## src/rtl/vram_arb.sv

```systemverilog
// vram_arb: shares one synchronous-read VRAM between CPU single-word accesses and display line bursts
module vram_arb #(
  parameter int ADDRW    = 14,
  parameter int DATAW    = 32,
  parameter int LENW     = 8,
  parameter int CPU_SLOT = 8
) (
  input  logic               clk_sys,
  input  logic               rst_sys,
  input  logic               cpu_req,
  input  logic               cpu_we,
  input  logic [DATAW/8-1:0] cpu_wmask,
  input  logic [ADDRW-1:0]   cpu_addr,
  input  logic [DATAW-1:0]   cpu_wdata,
  output logic               cpu_ack,
  output logic [DATAW-1:0]   cpu_rdata,
  input  logic               ln_start,
  input  logic [ADDRW-1:0]   ln_addr,
  input  logic [LENW-1:0]    ln_len,
  output logic               ln_busy,
  output logic               ln_valid,
  output logic [DATAW-1:0]   ln_data,
  output logic               ln_done,
  output logic               mem_en,
  output logic               mem_we,
  output logic [DATAW/8-1:0] mem_wmask,
  output logic [ADDRW-1:0]   mem_addr,
  output logic [DATAW-1:0]   mem_din,
  input  logic [DATAW-1:0]   mem_dout
);
  localparam int WW = $clog2(CPU_SLOT + 1);
  typedef enum logic [1:0] {IDLE = 2'd0, BURST = 2'd1, DRAIN = 2'd2} state_t;
  state_t           r_state, w_state_nx;
  logic [ADDRW-1:0] r_addr, w_bst_addr;
  logic [LENW-1:0]  r_rem, w_bst_rem;
  logic [WW-1:0]    r_wait;
  logic             r_inflight, r_mem_cpu, r_mem_bst, r_mem_last;
  logic             w_start_ok, w_bst_avail, w_cpu_elig, w_cpu_gnt, w_bst_gnt, w_last;
  // grant decision: a just-accepted burst issues in the same cycle, the guard overrides it
  always_comb begin
    w_start_ok  = ln_start && r_state == IDLE;
    w_bst_avail = r_state == BURST || (w_start_ok && ln_len != '0);
    w_bst_addr  = r_state == BURST ? r_addr : ln_addr;
    w_bst_rem   = r_state == BURST ? r_rem : ln_len;
    w_cpu_elig  = cpu_req && !r_inflight;
    w_cpu_gnt   = w_cpu_elig && (r_wait == WW'(CPU_SLOT) || !w_bst_avail);
    w_bst_gnt   = w_bst_avail && !w_cpu_gnt;
    w_last      = w_bst_gnt && w_bst_rem == LENW'(1);
    w_state_nx  = w_bst_gnt ? (w_last ? DRAIN : BURST) :
                  w_bst_avail ? BURST :
                  (r_state == DRAIN && ln_done) ? IDLE : r_state;
  end
  // state, burst counters, wait guard and registered VRAM/response outputs
  always_ff @(posedge clk_sys) begin
    if (rst_sys) begin
      r_state    <= IDLE;
      r_addr     <= '0;
      r_rem      <= '0;
      r_wait     <= '0;
      r_inflight <= 1'b0;
      r_mem_cpu  <= 1'b0;
      r_mem_bst  <= 1'b0;
      r_mem_last <= 1'b0;
      cpu_ack    <= 1'b0;
      ln_valid   <= 1'b0;
      ln_done    <= 1'b0;
      mem_en     <= 1'b0;
      mem_we     <= 1'b0;
      mem_wmask  <= '0;
      mem_addr   <= '0;
      mem_din    <= '0;
    end else begin
      r_state    <= w_state_nx;
      if (w_bst_avail) begin
        r_addr <= w_bst_gnt ? w_bst_addr + ADDRW'(1) : w_bst_addr;
        r_rem  <= w_bst_gnt ? w_bst_rem - LENW'(1) : w_bst_rem;
      end
      r_wait     <= w_cpu_gnt ? '0 : (w_cpu_elig && r_wait != WW'(CPU_SLOT)) ? r_wait + WW'(1) : r_wait;
      r_inflight <= w_cpu_gnt ? 1'b1 : cpu_ack ? 1'b0 : r_inflight;
      r_mem_cpu  <= w_cpu_gnt;
      r_mem_bst  <= w_bst_gnt;
      r_mem_last <= w_last;
      cpu_ack    <= r_mem_cpu;
      ln_valid   <= r_mem_bst;
      ln_done    <= r_mem_last || (w_start_ok && ln_len == '0);
      mem_en     <= w_cpu_gnt || w_bst_gnt;
      mem_we     <= w_cpu_gnt && cpu_we;
      mem_wmask  <= (w_cpu_gnt && cpu_we) ? cpu_wmask : '0;
      mem_addr   <= w_cpu_gnt ? cpu_addr : w_bst_gnt ? w_bst_addr : '0;
      mem_din    <= (w_cpu_gnt && cpu_we) ? cpu_wdata : '0;
    end
  end
  assign ln_busy   = r_state != IDLE;
  assign cpu_rdata = cpu_ack ? mem_dout : '0;
  assign ln_data   = ln_valid ? mem_dout : '0;
endmodule
```

## config.mk

```make
export PLATFORM = sky130hd
export DESIGN_NAME = vram_arb
export DESIGN_NICKNAME = d
export VERILOG_FILES = /design/src/rtl/vram_arb.sv
export SDC_FILE = /design/constraint.sdc
export NUM_CORES = 1
export LEC_CHECK = 0
export CORE_MARGIN = 3
export CORE_UTILIZATION = 57
export DETAILED_ROUTE_END_ITERATION = 10
export DONT_BUFFER_PORTS = 1
export PLACE_DENSITY = 0.75
export SLEW_MARGIN = 20
export SYNTH_ARGS = -nofsm -noshare
export SYNTH_HDL_FRONTEND = slang
export SYNTH_SLANG_ARGS = --single-unit
```

## constraint.sdc

```tcl
create_clock -name clk_sys -period 2.7 [get_ports clk_sys]
set_input_delay 0.405 -clock clk_sys [delete_from_list [all_inputs] [get_ports clk_sys]]
set_output_delay 0.405 -clock clk_sys [all_outputs]
set_load 0.01 [all_outputs]
```

After elaboration in Yosys (flattened, before gate mapping). Index checks and enable logic that the tools add are counted.

Mux-type cells: 14. Shift operators: 0. $mul: 0. Divide/modulo/power cells: 0. Add/sub/neg operators: 3. Bitwise operators: 1. $lt $le $gt $ge: 0. Eq/ne operators: 5. Reduce and logical (&&, ||, !) cells: 25.

Operator list (number): 2-to-1 mux 32 bit (2); 2-to-1 mux 14 bit (4); 2-to-1 mux 8 bit (2); adder 14 x 1 -> 14 bit (second input constant) (1); logical AND 1 bit (10); == test 8 x 1 -> 1 bit (second input constant) (1); zero test 8 bit (1); 2-to-1 mux 2 bit (4); nonzero test 8 bit (1); subtractor 8 x 1 -> 8 bit (second input constant) (1); adder 4 x 1 -> 4 bit (second input constant) (1); == test 4 bit (second input constant) (1); logical OR 1 bit (4); inequality test 4 bit (second input constant) (1); nonzero test 2 bit (2); OR reduction 2 bit (2); zero test 1 bit (3); nonzero test 3 bit (1); == test 2 x 1 -> 1 bit (second input constant) (1); == test 2 bit (second input constant) (1); zero test 2 bit (1); 2-to-1 mux 1 bit (2); inverter 1 bit (1).

Memories: 0. Bits in writable memories: 0. Latch bits: 0. Logic and storage cells: 64. Output and inout port bits: 120. Input port bits: 109. Register bits after elaboration: 87. Memory bits (read-only): 0.

Longest topological paths before layout.
Depth after elaboration: 12. Depth in mapped cells: 12.

Least setup slack after synthesis. Ideal clock, no wire load.

Kind: flip-flop to flip-flop. Start: register r_state[1]. End: register r_addr[8]. Cell stages (with the launch flop): 13. Slack: -0.202 ns. Clock period less this slack: 2.902 ns. Path buffers: 4. Arrival: 2.826 ns. Required time: 2.623 ns. Path through: dfxtp_1 -> nand2b_1 -> buf_2 -> buf_4 -> buf_2 -> buf_2 -> mux2i_1 -> inv_1 -> ha_1 -> nand3_1 -> or4_4 -> or3b_1 -> a41oi_2.

Longest elaborated chain between the ends: 10.

Ends and longest elaborated chain: start: declaration (line 33) `state_t r_state, w_state_nx;`; start signal: assignment (line 73) `r_state <= w_state_nx;`; branches (longest 10 deep; another with adder 14 x 1 -> 14 bit); end signal: assignment (line 75) `r_addr <= w_bst_gnt ? w_bst_addr + ADDRW'(1) : w_bst_addr;`; end: declaration (line 34) `logic [ADDRW-1:0] r_addr, w_bst_addr;`.

Parallel ways; which one is timed is not known. A chain may end at the register's enable or synchronous reset.

Worst setup path in the final report. Ends and elaborated chain as after synthesis.

==> flow_results.org <==
** Run status
- The flow ran to the end, and the final reports show no timing, DRC or antenna violations.

** Cells and area
- The post-route netlist has 11.0% of its cells at a drive strength greater than 1.
- The area growth from synthesis to layout is 9.55%.
- Most frequent cells in the layout :: dfxtp_1, and2_1, nand2_1, and3_1, o21ai_0
- Layout Cell Area excl Fill :: 0.00445 sq mm
- After the last flow step, the layout net total stands at 581.
- Leaving out fill and tap cells, the most frequent cell in the layout is dfxtp_1.

** Detailed routing
- The routed layout has 3621 vias.
- Number of design rule violations left after detail routing :: 0
- DRT iter0 DRCs :: 304
- Using the TritonRoute via totals, the vias-per-cell ratio works out to 6.35.
- Total Wirelength :: 13000 microns
- First drt pass iteration count :: 4
- In this run the remaining antenna-violating nets after routing total 0.
- Average routed wire per standard cell :: 22.8 microns

** Pwr
- Leakage power total :: 1.92 nW
- Areal power density over the cells :: 621 mW/mm^2
- The worst-case IR drop observed on VDD is 0.000428 V.

** Logic synthesis
- Combined area of all synthesized cells :: 0.00406 sq mm
- The synthesized netlist devotes 1.94% of its cell area to XOR and XNOR gates.
- Summing the areas of all compound-gate instances in the mapped netlist gives 12.4% of the synthesized area.
- Adder and majority cell fraction of the synthesized area :: 1.54%
- Post-synthesis register bit count :: 87
- The synthesized netlist contains 58 unique library cells.
- By area, the combinational part of the netlist is dominated by simple AND/OR/NAND/NOR gates.
- Instance count of the mapped netlist :: 467
- The number of nets handed over by synthesis was 581.
- Mean Syn Cell Area :: 8.70 sq um
- Summing the areas of all and, or, nand and nor instances in the mapped netlist gives 31.9% of the synthesized area.
- Synth Flop Type :: dfxtp_1
- Count of flip-flops with a built-in enable after synthesis :: 0
- Fraction of synthesized area in multiplexers :: 5.30%
- For this run, the register share of the synthesized area comes to 42.9%.
- After synthesis, the share of flip-flops with an asynchronous set or reset is 0%.
- Yosys warning count :: 0

** STA
- Clock skew on the completed layout was measured at 10.1 ps.
- Setup repair after global routing left no endpoint under its margin.
- Final number of hold-violating endpoints :: 0
- Highest clock frequency the design can meet :: 388 MHz
- Share of the cycle needed by the critical path after routing :: 95.5%
- Tmin final :: 2580 ps
- Total setup violations reported at the end of the flow :: 0
- TNS Setup :: 0 ps
- Slew at the pin closest to its max-slew limit :: 871 ps
- Worst max-slew margin expressed relative to the limit :: 41.9%
- The count of final max-slew check failures is 0.

** Clock tree
- The H-tree generated during clock tree synthesis spans 3 levels.
- Post-CTS Repair Setup Buffers :: 0
- TritonCTS built the clock tree.
- Clock tree root buffer cell :: clkbuf_8
- Clock-pin slew was measured on the worst setup and hold paths at 100 ps.
- Bufs on Longest Clock Path :: 2
- The tree built by TritonCTS fans out to 87 sinks.
- Number of buffers created by CTS :: 9
- Worst skew pair latency :: 370 ps

** Floorplanning
- The initialized floorplan defines 30 standard-cell rows.
- The die covers 0.00817 sq mm.
- The die is 90.4 microns tall.
- Measured along the x axis, the die boundary spans 90.4 microns.
- For this design the top-level I/O count stands at 229.
- The region available for standard cell placement spans 0.00687 sq mm.
- For this configuration, the core starts out at a cell density of 59.1%.

** Setup path
- Worst Path Max Fanout :: 26
- Critical Path Sink Type :: register
- Data arrives at the worst endpoint at 2880 ps.
- Type of the setup path with the least slack :: reg2reg
- The worst setup path is launched from a register.
- STA puts the critical path data required time at 3000 ps.

** Placed design
- Quantity of I/O buffers inserted on ports :: 0
- Dpl hpwl :: 10000 microns
- Post-Place Cell Area :: 0.00424 sq mm
- Final weighted congestion of routability-driven global placement :: 0.969

** GRT
- Combined global-route utilization of all metal layers :: 30.5%
- The via count of the first global-routing pass was 3362.
- Entering global routing, the biggest net connects 53 pins.
- Wire length of the first global-routing pass :: 19100 microns
- Global routing finished with a remaining overflow of 0.
- The initial antenna violation count is 11.

** Flow run
- The tool flagged a number of max-cap violations equal to 0.

** Hold path
- Hold/Removal Path Class :: in2reg
==> where the power goes <==
part,switching [W],leakage [nW],internal [W],total (W)
clock network,0.000531,0.0981,0.000364,0.000895
logic,0.000256,1.11,0.000178,0.000434
registers,0.0000732,0.710,0.00136,0.00144
total,0.000860,1.92,0.00190,0.00276
==> final timing paths <==
path,slack (ps),to,cells after the start,from
worst max-delay path,120,r_addr[8],7,r_state[1]
worst min-delay path,90,r_addr[8],1,rst_sys
worst max register to register,120,r_addr[8],7,r_state[1]
worst min register to register,450,cpu_ack,1,r_mem_cpu
==> flip-flops by register name, summed over array words and instances, names as in the netlist <==
name	cells
r_mem_cpu	1
r_mem_last	1
r_mem_bst	1
mem_din	32
r_wait	4
r_addr	14
r_state	2
r_inflight	1
mem_we	1
mem_addr	14
ln_valid	1
ln_done	1
mem_en	1
mem_wmask	4
r_rem	8
cpu_ack	1
==> worst max-delay path, cell delays in order, from the launching register on <==
cell and delay, ps:
dfxtp_1 380, nand2b_2 320, buf_12 230, o21ai_0 360, nor2_2 130, or4_4 570
or3b_1 380, a41oi_2 160
==> repair_timing <==
item | 4_1_cts | 5_1_grt
hold buffers | 0 | 0
setup endpoints to repair | 0 | 3
resized for setup | 0 | 1
==> cell type report <==
cell class | instances | area, sq um
antenna | 2 | 5.00
clock buffer | 9 | 124
clock inverter | 7 | 75.1
fill | 580 | 2420
inverter | 10 | 37.5
multi-input combinational | 339 | 2170
sequential | 87 | 1740
tap | 96 | 120
timing repair buffer | 20 | 175
==> through the flow <==
step | hold WS, ps | utilization (%) | instances | total power [W] | setup WS, ps
2_1_floorplan | 414 | - | 467 | 0.00177 | 7.73
6_report | 87.6 | 64.8 | 570 | 0.00276 | 122
5_1_grt | 76.2 | 64.7 | 568 | 0.00289 | 21.2
3_5_place_dp | 426 | 61.8 | 552 | 0.00189 | 33.9
4_1_cts | 71.9 | 64.7 | 568 | 0.00278 | 28.1
3_3_place_gp | 418 | 61.8 | 552 | 0.00188 | 162
==> metal layers <==
metal  up-vias  track usage [%]  part of all wire, %
li1       1648                -                    -
met1      1679             33.3                   35
met2       236             48.8                   46
met3        40             20.8                   17
met4        18             6.89                  1.8
met5         -                0                  1.1
==> logic make-up after synthesis <==
group	Yosys count
buffers and inverters	41
adders and majority gates	5
and+or+nand+nor	230
AOI/OAI and AO/OA	74
muxes	21
DFF	87
xor gates and xnor gates	9
==> cell usage after synthesis (2+ instances only) <==
| library cell | count | area (sq um) |
|---|---|---|
| nor2_1 | 18 | 67.6 |
| a31oi_1 | 6 | 37.5 |
| nand2_1 | 37 | 139 |
| o311ai_0 | 4 | 35.0 |
| a21o_1 | 2 | 15.0 |
| a41oi_1 | 2 | 17.5 |
| inv_1 | 10 | 37.5 |
| buf_1 | 2 | 7.51 |
| nand4_1 | 4 | 25.0 |
| clkbuf_1 | 23 | 86.3 |
| and4b_1 | 2 | 20.0 |
| mux2_2 | 4 | 45.0 |
| xor2_1 | 5 | 43.8 |
| nand2b_1 | 3 | 18.8 |
| dfxtp_1 | 87 | 1740 |
| a21oi_1 | 13 | 65.1 |
| nor4_1 | 7 | 43.8 |
| nor3_1 | 15 | 75.1 |
| nor2b_1 | 4 | 25.0 |
| and3_1 | 37 | 231 |
| a211oi_1 | 3 | 22.5 |
| and2_1 | 69 | 432 |
| o21ai_0 | 20 | 100 |
| a22oi_1 | 2 | 15.0 |
| ha_1 | 5 | 62.6 |
| mux2i_1 | 17 | 170 |
| nand3b_1 | 2 | 15.0 |
| or4_1 | 3 | 22.5 |
| o211ai_1 | 3 | 22.5 |
| xnor2_1 | 4 | 35.0 |
| and4_1 | 2 | 17.5 |
| nand3_1 | 19 | 95.1 |
| buf_2 | 5 | 25.0 |
| o31ai_1 | 2 | 15.0 |
| a21boi_0 | 3 | 22.5 |
No activity file was read; power rests on OpenSTA's default activity.
